===== src/rtl/xylo_pixel_gen.sv =====
// Xylophone pixel source: eight bars over a 640x480 raster, struck to brighten and faded once per frame.
// Two-stage pipeline from raster position to RGB, all in the pixel clock domain.
module xylo_pixel_gen #(
    parameter int BAR_TOP          = 80,
    parameter int BAR_BOT          = 399,
    parameter int DECAY            = 8,
    parameter int VSYNC_ACTIVE_LOW = 1
) (
    input  logic       clk,
    input  logic       rst_n,
    input  logic [9:0] pixel_x,
    input  logic [9:0] pixel_y,
    input  logic       blank,
    input  logic       vsync,
    input  logic       strike_valid,
    input  logic [2:0] strike_bar,
    input  logic [7:0] strike_vel,
    output logic [7:0] pixel_r,
    output logic [7:0] pixel_g,
    output logic [7:0] pixel_b,
    output logic       blank_d,
    output logic [7:0] bar_lit
);

    localparam logic [7:0]  DECAY_8    = 8'(DECAY);
    localparam logic        VSYNC_IDLE = (VSYNC_ACTIVE_LOW != 0);
    localparam logic [23:0] BG_RGB     = 24'h101010;

    function automatic logic [23:0] palette(input logic [2:0] idx);
        case (idx)
            3'd0:    return 24'hFF0000;
            3'd1:    return 24'hFF8000;
            3'd2:    return 24'hFFFF00;
            3'd3:    return 24'h00FF00;
            3'd4:    return 24'h00FFFF;
            3'd5:    return 24'h0000FF;
            3'd6:    return 24'h8000FF;
            default: return 24'hFF00FF;
        endcase
    endfunction

    function automatic logic [7:0] sat_add(input logic [7:0] a, input logic [7:0] b);
        logic [8:0] sum;
        sum = {1'b0, a} + {1'b0, b};
        return sum[8] ? 8'hFF : sum[7:0];
    endfunction

    function automatic logic [7:0] decay_sat(input logic [7:0] b);
        return (b > DECAY_8) ? b - DECAY_8 : 8'd0;
    endfunction

    logic [7:0] bright [8];
    logic [7:0] bright_nxt [8];
    logic       vsync_q;
    logic       tick;

    logic [7:0] hit;
    logic       row_ok;
    logic       in_bar;
    logic [2:0] idx;

    logic       in_bar_p1;
    logic [2:0] idx_p1;
    logic       blank_p1;

    logic [23:0] base;
    logic [7:0]  lvl;
    logic [23:0] rgb;

    assign tick = (vsync_q == VSYNC_IDLE) && (vsync != VSYNC_IDLE);

    // Strike takes the max against the (possibly decayed) value so a weak hit never dims a bar
    always_comb begin
        for (int i = 0; i < 8; i++) begin
            bright_nxt[i] = tick ? decay_sat(bright[i]) : bright[i];
            if (strike_valid && (strike_bar == 3'(i)) && (strike_vel > bright_nxt[i]))
                bright_nxt[i] = strike_vel;
        end
    end

    always_ff @(posedge clk or negedge rst_n) begin
        if (!rst_n) begin
            vsync_q <= VSYNC_IDLE;
            bar_lit <= 8'h00;
            for (int i = 0; i < 8; i++) bright[i] <= 8'h00;
        end else begin
            vsync_q <= vsync;
            for (int i = 0; i < 8; i++) begin
                bright[i]  <= bright_nxt[i];
                bar_lit[i] <= (bright[i] != 8'h00);
            end
        end
    end

    always_comb begin
        row_ok = (pixel_y >= 10'(BAR_TOP)) && (pixel_y <= 10'(BAR_BOT));
        idx    = 3'd0;
        for (int i = 0; i < 8; i++) begin
            hit[i] = (pixel_x >= 10'(80 * i + 8)) && (pixel_x <= 10'(80 * i + 71));
            if (hit[i]) idx = 3'(i);
        end
        in_bar = row_ok && (|hit);
    end

    // Stage 1: bar hit and index; blank resets high so outputs stay dark until refilled
    always_ff @(posedge clk or negedge rst_n) begin
        if (!rst_n) begin
            in_bar_p1 <= 1'b0;
            idx_p1    <= 3'd0;
            blank_p1  <= 1'b1;
        end else begin
            in_bar_p1 <= in_bar;
            idx_p1    <= idx;
            blank_p1  <= blank;
        end
    end

    always_comb begin
        base = palette(idx_p1);
        lvl  = bright[idx_p1];
        if (blank_p1)
            rgb = 24'h000000;
        else if (in_bar_p1)
            rgb = {sat_add({2'b00, base[23:18]}, lvl),
                   sat_add({2'b00, base[15:10]}, lvl),
                   sat_add({2'b00, base[7:2]},   lvl)};
        else
            rgb = BG_RGB;
    end

    // Stage 2: colour and aligned blank
    always_ff @(posedge clk or negedge rst_n) begin
        if (!rst_n) begin
            pixel_r <= 8'h00;
            pixel_g <= 8'h00;
            pixel_b <= 8'h00;
            blank_d <= 1'b1;
        end else begin
            pixel_r <= rgb[23:16];
            pixel_g <= rgb[15:8];
            pixel_b <= rgb[7:0];
            blank_d <= blank_p1;
        end
    end

endmodule


===== config.mk =====
export PLATFORM = sky130hd
export DESIGN_NAME = xylo_pixel_gen
export DESIGN_NICKNAME = d
export VERILOG_FILES = /design/src/rtl/xylo_pixel_gen.sv
export SDC_FILE = /design/constraint.sdc
export NUM_CORES = 1
export LEC_CHECK = 0
export ABC_AREA = 1
export BUFFER_PORTS_ARGS = -buffer_cell sky130_fd_sc_hd__buf_2
export CORE_MARGIN = 2
export CORE_UTILIZATION = 58
export CTS_BUF_LIST = sky130_fd_sc_hd__clkbuf_8
export CTS_CLUSTER_SIZE = 25
export DETAILED_ROUTE_END_ITERATION = 10
export PLACE_DENSITY = 0.8
export SYNTH_ARGS = -nofsm -noshare
export SYNTH_HDL_FRONTEND = slang
export SYNTH_SLANG_ARGS = --single-unit
export TNS_END_PERCENT = 10

===== constraint.sdc =====
create_clock -name clk -period 8.7 [get_ports clk]
set_clock_uncertainty 0.1 [all_clocks]
set_input_delay 0.435 -clock clk [delete_from_list [all_inputs] [get_ports clk]]
set_output_delay 0.435 -clock clk [all_outputs]
set_load 0.1 [all_outputs]

# --- Yosys cells after proc, flatten, opt, wreduce, memory -nomap -nowiden ---
# Cells that the tools add are included.
totals:
  register_bits: 103
  latchBits: 0
  mem_bits_rw: 0
  romBits: 0
  input_bits: 36
  word_cells: 156
  mem_count: 0
op_classes:
  addsub: 11
  n_mul: 0
  div: 0
  order_cmp: 35
  n_eq_ne: 13
  shifts: 0
  mux: 40
  bitwise_logic: 2
  reduce_logical: 38
op_table:
  columns: ["op", "n"]
  rows:
  - ["two-way mux 8 bit", 29]
  - ["case mux 24 bit (7 select lines)", 1]
  - ["greater-than comparator 8 x 4 -> 1 bit (second input constant)", 8]
  - ["greater-than comparator 8 bit", 8]
  - ["nonzero test 8 bit", 8]
  - ["subtractor 8 x 4 -> 8 bit (second input constant)", 8]
  - ["two-way mux 24 bit", 2]
  - ["<= comparator 10 x 9 -> 1 bit (second input constant)", 4]
  - [">= comparator 10 x 9 -> 1 bit (second input constant)", 3]
  - ["adder 6 x 8 -> 9 bit", 3]
  - ["logical AND 1 bit", 27]
  - ["binary-select mux 8 bit (select 3 bit)", 1]
  - ["== test 3 bit (second input constant)", 7]
  - [">= comparator 10 x 7 -> 1 bit (second input constant)", 2]
  - [">= comparator 10 x 8 -> 1 bit (second input constant)", 2]
  - ["<= comparator 10 bit (second input constant)", 2]
  - ["<= comparator 10 x 8 -> 1 bit (second input constant)", 2]
  - ["two-way mux 3 bit", 6]
  - ["== test 3 x 2 -> 1 bit (second input constant)", 4]
  - [">= comparator 10 bit (second input constant)", 1]
  - [">= comparator 10 x 4 -> 1 bit (second input constant)", 1]
  - ["<= comparator 10 x 7 -> 1 bit (second input constant)", 1]
  - ["OR reduction 8 bit", 1]
  - ["== test 3 x 1 -> 1 bit (second input constant)", 2]
  - ["5 further kinds", 6]

# --- Logic depth before layout (Yosys ltp) ---
# Gate-level depths: netlist of the first run.
logic_depth:
  depth_word: 9
  ltp_mapped: 21
  ltp_nobuf: 19

# --- Worst setup path before layout of the first run ---
# Ideal clock, no wire load.
synth_timing:
  kind: "register to register"
  start: "register idx_p1[2]"
  end: "register pixel_r[0]"
  setup_ns: 0.139
  arrival_ns: 2.782
  path_slack_ns: 5.679
  stages_incl_launch_ff: 17
  path_buffers: 1
  period_less_slack_ns: 3.021
  cell_sequence: "dfrtp_1 -> inv_1 -> clkbuf_1 -> nand2_1 -> o21ai_0 -> a21boi_0 -> ha_1 -> nand2_1 -> inv_1 -> o21ai_0 -> nand2_1 -> nand2_1 -> nand2_1 -> a21oi_1 -> inv_1 -> nand2_1 -> a21oi_1"
synth_via:
  elab_chain_len: 8
synth_lines:
  columns: ["item", "line", "text"]
  rows:
  - ["start, declared", "63", "logic [2:0] idx_p1;"]
  - ["start signal, assigned", "113", "idx_p1 <= idx;"]
  - ["NOT 3 -> 4 bit (implied by the code)", "120", "lvl = bright[idx_p1];"]
  - ["binary-select mux 8 bit (select 3 bit)", "120", null]
  - ["two-way mux 8 bit (implied by the code) (2 in series)", "120", null]
  - ["adder 6 x 8 -> 9 bit *", "44", "sum = {1'b0, a} + {1'b0, b};"]
  - ["two-way mux 8 bit *", "45", "return sum[8] ? 8'hFF : sum[7:0];"]
  - ["two-way mux 24 bit *", "123", "else if (in_bar_p1)"]
  - ["two-way mux 24 bit *", "121", "if (blank_p1)"]
  - ["named net rgb[16]", "68", "logic [23:0] rgb;"]
  - ["end signal, assigned", "139", "pixel_r <= rgb[23:16];"]
  - ["end, declared", "18", "output logic [7:0] pixel_r,"]
# Mark *: on every way through the listed nets, which the timed path passes. The rest lies on a longest branch. The select of a mux whose other input is x is not followed.

# --- Worst setup path after layout of the first run ---
layout_timing:
  start: "register idx_p1[0]"
  end: "register pixel_r[2]"
# Same word-level chain as after synthesis.

==> flow_metrics.py, run 1 <==
metrics = {
    "critical_path": {
        "crit_path_start": "idx_p1[0]",
        "start_kind": "flip-flop",
        "cp_num_buf_inv": 2,
        "worst_path_max_delay_cell": "dfrtp_1",
        "critical_path_class": "flip-flop to flip-flop",
        "path_cells": "nand2_2 -> nand2_1 -> o21ai_0 -> a21boi_0 -> ha_1 -> fa_1 -> nand2_1 -> inv_1 -> o21ai_0 -> nand2_1 -> nand2_1 -> nand2_1 -> a21oi_1 -> inv_1 -> nand2_1 -> a21oi_1",
        "crit_arrival_ns": 4.15,
        "endpoint_kind": "flip-flop",
        "r2r_slack_ns": 4.71,
        "path_delay_family": "flip-flops",
        "required_ns": 8.86,
        "path_common_cell": "nand2_1",
        "r2r-start": "idx_p1[0]",
        "worst-path-max-fanout": 25,
        "max_stage_delay_ns": 1.01,
    },
    "yosys": {
        "synth-seq-cells": 103,
        "ys_seq_area_share_pct": 32.5,
        "ys_dominant_reg_cell": "dfrtp_1",
        "ys_top_cells_by_area": "dfrtp_1 32%, ha_1 14%, nand2_1 12%, a21oi_1 7.9%, inv_1 6.6%",
        "synth_cell_types": 42,
        "synth_area_um2": 7930,
        "synth_compound_area_share_pct": 14.5,
        "async_reset_ff_share_pct": 100,
        "synth_simple_gate_area_share_pct": 28.6,
        "synth_edf_count": 0,
        "synthAdderAreaFrac_pct": 14.1,
        "muxShareOfSynthArea_pct": 0,
        "syn_avg_cell_area_um2": 7.08,
        "synth_xor_area_share_pct": 1.44,
        "synth_top_area_share_pct": 31.5,
        "syn_inst": 1121,
        "synthTopCellsByCount": "250 x nand2_1, 140 x inv_1, 127 x nor2_1",
        "yosysTopAreaCell": "dfrtp_1",
        "synthMostInstantiatedCell": "nand2_1",
        "synth_top_family_by_area": "simple AND/OR/NAND/NOR gates",
        "synth_nets": 1245,
        "yosysWarnings": 0,
    },
    "detailed_routing": {
        "post-route-drc-count": 0,
        "vias_per_cell": 5.56,
        "wirelength_um": 20100,
        "drtAntennaViolNets": 0,
        "drt_iter0_drc": 619,
        "wl_per_cell_um": 14.9,
        "drt_first_pass_iters": 5,
        "vias": 7491,
    },
    "finish": {
        "num_antenna_cells": 0,
        "fillers": 1230,
        "nNetsFinal": 1291,
        "drive_gt1_share_pct": 10.4,
        "syn_to_final_growth_pct": 8.04,
        "fin_area_um2": 8570,
        "multi_input_area_um2": 4650,
        "register_area_um2": 2580,
    },
    "clock_tree": {
        "cts_tree": "built",
        "ctsResizeCount": 0,
        "cts_max_level": 3,
        "clock_path_buffers": 2,
        "insertion_delay_ns": 0.40,
        "cts_root_buffer": "clkbuf_8",
        "numCtsBuffers": 9,
        "clk_pin_slew_ns": 0.09,
        "cts.sink_count": 103,
    },
    "floorplanning": {
        "dieArea_um2": 14600,
        "core_area_um2": 13300,
        "die_h_um": 121,
        "fp-row-count": 42,
        "die_x_um": 121,
        "start_util_pct": 59.7,
        "ios": 69,
    },
    "timing": {
        "finalMaxSlewViolations": 0,
        "period_needed_ns": 3.99,
        "worst_slew_pin_slew_ns": 1.00,
        "whs_ns": 0.0303,
        "setup_tns_ns": 0,
        "max_freq_mhz": 251,
        "rsz0062_at_grt": "no",
        "setup_viol": 0,
        "hold_violations": 0,
        "slew_headroom_pct": 33.3,
        "finalCritPeriodShare_pct": 45.9,
    },
    "min_path": {
        "hold_start": "blank",
        "worst_hold_path_type": "input port to flip-flop",
    },
    "global_route": {
        "grt.busiest_layer": "met2",
        "grt_pass1_wl_um": 33200,
        "use_met1_pct": 41.4,
        "grt_max_degree": 55,
        "grt.overflow.total": 0,
        "grt_pass1_vias": 6818,
        "grt_util_met2_pct": 45.3,
        "grtUsageMet3_pct": 4.42,
        "track_usage_pct": 29.0,
        "antenna_found_initial": 0,
    },
    "run": {
        "maxCapViolations": 0,
    },
    "power": {
        "powerDensity_nw_per_um2": 309,
        "finalPower_mw": 2.65,
        "p_leak_nw": 4.52,
        "ir_drop_mv": 0.140,
    },
    "run_status": {
        "status": "complete, no violations",
    },
    "placed_design": {
        "hpwl_um": 15100,
        "place_congestion": 0.935,
        "dpl-instance-area_um2": 8330,
        "portBuffers": 61,
    },
}
-- per-layer routing --
layer	vias to the layer above	routed length [um]	share of wire [%]
met4	0	411	2.0
met2	242	9030	45
li1	3777	-	-
met3	36	1460	7.3
met1	3436	9250	46
met5	-	0	0
-- kinds of logic (layout without fill, tap and decap cells) --
group / count (synthesis) / count (layout)
xor+xnor: 13 / 13
flops: 103 / 103
fa+ha+maj: 88 / 88
compound gates: 214 / 214
buf+inv: 176 / 227
simple gates: 527 / 527
-- final timing paths --
kind	end	cells after the start
setup / recovery	pixel_r[2]	16
hold / removal	blank_p1	1
setup reg to reg	pixel_r[2]	16
hold reg to reg	blank_d	0
max in group asynchronous	pixel_r[2]	3
min in group asynchronous	bright[26]	2
-- placed cells by master, fill, tap and decap left out, types with 3 or more instances in the layout --
cell type and n:
o221ai_1 3, inv_1 141, nand3b_1 7, clkbuf_8 11, xor2_1 3, xnor2_1 10, a21oi_2 3, inv_2 5
and3_1 3, nor2_1 127, o211ai_1 10, nor3_1 36, nand2_2 10, ha_1 86, nand3_2 5, buf_4 3
dfrtp_1 100, buf_2 60, o21ai_0 52, or2_2 13, nand2_1 250, a21oi_1 126, nand4_1 5, nand3_1 67
o21ai_1 7, dfstp_2 3
-- through the flow --
step	cells	util [%]	setup WS, ns
2_1_floorplan	1121	-	5.68
3_3_place_gp	1331	62.7	4.87
3_5_place_dp	1331	62.7	4.81
4_1_cts	1348	64.5	4.79
5_1_grt	1348	64.5	4.35
6_report	1348	64.5	4.71
-- where the power goes --
part	internal [mW]	switching (mW)
combinational	0.526	0.961
clock	0.178	0.174
sequential	0.643	0.164
total	1.35	1.30
-- final cells by class --
type                    count  share of cell area (%)
clock inverters             5                   0.934
well taps                 176                    2.57
clock buffers              11                    1.77
flip-flops and latches    103                    30.1
repair buffers             64                    3.88
inverters                 147                    6.50
multi-input cells         842                    54.2
-- state kept, by name, summed over array words and instances, names as in the netlist --
name	count
vsync_q	1
pixel_b	8
pixel_r	8
blank_d	1
blank_p1	1
bar_lit	8
in_bar_p1	1
pixel_g	8
bright	64
idx_p1	3
-- repair_timing --
| action | 4_1_cts | 5_1_grt |
|---|---|---|
| endpoints found under the hold margin | 48 | 0 |
| setup buffers | 0 | 0 |
| hold buffers | 1 | 0 |
(Power assumes the default switching activity.)
==> run 2, diff against run 1 <==
==> constraint.sdc (replaced) <==
create_clock -name clk -period 3.8 [get_ports clk]
set_clock_uncertainty 0.1 [all_clocks]
set_input_delay 0.19 -clock clk [delete_from_list [all_inputs] [get_ports clk]]
set_output_delay 0.19 -clock clk [all_outputs]
set_load 0.1 [all_outputs]
==> run 2 against run 1 <==
Compared with the run above:
- maximum frequency rose by 14%
- via count rose by 0.19%
- power rose by 120%
- clock-buffer cell count fell by 2
- sequential power rose by 130%
==> flow_metrics.py, run 2 (same netlist as run 1, synthesis figures left out) <==
metrics = {
    "run_status": {
        "status": "complete, no violations",
    },
    "critical_path": {
        "r2r-start": "idx_p1[1]",
        "r2r_slack_ns": 0.30,
        "endpoint_kind": "flip-flop",
        "worst_r2r_endpoint": "pixel_b[0]",
        "crit_arrival_ns": 3.66,
        "start_kind": "flip-flop",
        "required_ns": 3.96,
        "critical_path_class": "flip-flop to flip-flop",
        "worst-path-max-fanout": 17,
        "reg2regPathDepth": 18,
    },
    "finish": {
        "regMostFlops": "bright",
        "finalCoreUtilization_pct": 64.6,
        "fillers": 1202,
        "num_antenna_cells": 0,
        "final_common_cell": "nand2_1",
        "drive_gt1_share_pct": 10.9,
        "fin_cells": 1355,
        "largest_reg_flops": 64,
        "register_area_um2": 2580,
        "multi_input_area_um2": 4650,
        "fin_area_um2": 8580,
        "nNetsFinal": 1298,
        "final_cell_mix": "250 x nand2_1, 140 x inv_1, 127 x nor2_1",
        "syn_to_final_growth_pct": 8.20,
    },
    "power": {
        "powerDensity_nw_per_um2": 692,
        "ir_drop_mv": 0.323,
        "finalPower_mw": 5.94,
        "p_leak_nw": 4.53,
    },
    "floorplanning": {
        "core_area_um2": 13300,
        "start_util_pct": 59.7,
        "ios": 69,
        "die_h_um": 121,
        "dieArea_um2": 14600,
        "die_x_um": 121,
        "fp-row-count": 42,
    },
    "detailed_routing": {
        "post-route-drc-count": 0,
        "drtAntennaViolNets": 0,
        "wl_per_cell_um": 15.0,
        "drt_first_pass_iters": 6,
        "vias": 7505,
        "vias_per_cell": 5.54,
        "wirelength_um": 20300,
        "drt_iter0_drc": 742,
    },
    "clock_tree": {
        "numCtsBuffers": 9,
        "cts_root_buffer": "clkbuf_8",
        "cts.sink_count": 103,
        "postCtsSetupBuffers": 0,
        "cts_max_level": 3,
        "clock_path_buffers": 2,
        "clk_pin_slew_ns": 0.11,
        "insertion_delay_ns": 0.40,
        "cts_tree": "built",
    },
    "min_path": {
        "hold_depth": 4,
        "worst_hold_path_type": "input port to flip-flop",
        "whs_endpoint": "in_bar_p1",
        "hold_start": "pixel_y[6]",
    },
    "timing": {
        "worst_slew_pin_slew_ns": 1.04,
        "period_needed_ns": 3.50,
        "whs_ns": 0.0237,
        "hold_violations": 0,
        "max_freq_mhz": 286,
        "setup_ws_ns": 0.304,
        "finalMaxSlewViolations": 0,
        "rsz0062_at_grt": "no",
        "setup_viol": 0,
        "finalCritPeriodShare_pct": 92.0,
        "slew_headroom_pct": 30.3,
        "setup_tns_ns": 0,
    },
    "run": {
        "maxCapViolations": 0,
    },
    "global_route": {
        "grt_max_degree": 42,
        "grt.overflow.total": 0,
        "grt_pass1_wl_um": 33700,
        "track_usage_pct": 29.2,
        "grt_pass1_vias": 6949,
        "antenna_found_initial": 0,
    },
    "placed_design": {
        "dpl-instance-area_um2": 8360,
        "hpwl_um": 15100,
        "place_ws_ns": 0.406,
        "place_inst": 1335,
        "portBuffers": 61,
        "place_congestion": 0.921,
    },
}
[run 2: changes by cell type in the layout (fill, tap and decap cells not counted), sizes merged]
cell | previous run | this run
clkinv | 1 | 6
dlygate4sd3 | 1 | 4
clkbuf | 11 | 9
inv | 148 | 147
bufinv | 2 | 0
buf | 63 | 67
[run 2: how the worst max path moves through the flow]
stage	start	to	slack (ns)	cells past startpoint
global placement	idx_p1[1]	pixel_b[2]	0.45	18
floorplan	idx_p1[2]	pixel_r[0]	0.78	16
global route	vsync_q	bright[61]	0.009	16
CTS	idx_p1[0]	pixel_r[3]	0.33	17
finish	idx_p1[1]	pixel_b[0]	0.30	18
detailed placement	idx_p1[0]	pixel_r[3]	0.41	17
[run 2: timing repair]
action	in CTS	in global routing
hold buffers	4	0
resized for setup	0	1
setup endpoints to repair	0	5
endpoints found under the hold margin	42	0
[run 2: power breakdown]
| group | total, mW | internal, mW | switching [mW] | leakage, nW |
|---|---|---|---|---|
| Clock | 0.670 | 0.246 | 0.424 | 0.0913 |
| Sequential | 1.85 | 1.47 | 0.377 | 1.26 |
| Combinational | 3.42 | 1.22 | 2.20 | 3.18 |
[run 2: worst max-delay path: stages, from the launching register on]
cell and delay, ns:
dfrtp_1 0.56, inv_2 0.35, nor2_4 0.10, nand2_1 0.07, nand4_1 0.14, nand2_1 0.09
inv_1 0.09, ha_1 0.24, fa_1 0.40, nand2_1 0.08, inv_1 0.03, o21ai_0 0.24
nand2_1 0.08, nand2_1 0.10, nand2_1 0.06, a21oi_1 0.20, inv_1 0.09, nand2_1 0.20
a21oi_1 0.11
[run 2: final cells by class]
| type | count | share of cell area [%] |
|---|---|---|
| Tap cell | 176 | 2.57 |
| Sequential cell | 103 | 30.1 |
| Clock inverter | 7 | 0.685 |
| Multi-Input combinational cell | 842 | 54.2 |
| Timing Repair Buffer | 71 | 4.58 |
| Clock buffer | 9 | 1.44 |
| Inverter | 147 | 6.49 |
[run 2: metal layers]
| layer | track usage [%] | wire length [um] |
|---|---|---|
| met1 | 40.2 | 9280 |
| met2 | 46.1 | 9010 |
| met3 | 5.97 | 1480 |
| met4 | 9.38 | 516 |
| met5 | 0 | 0 |
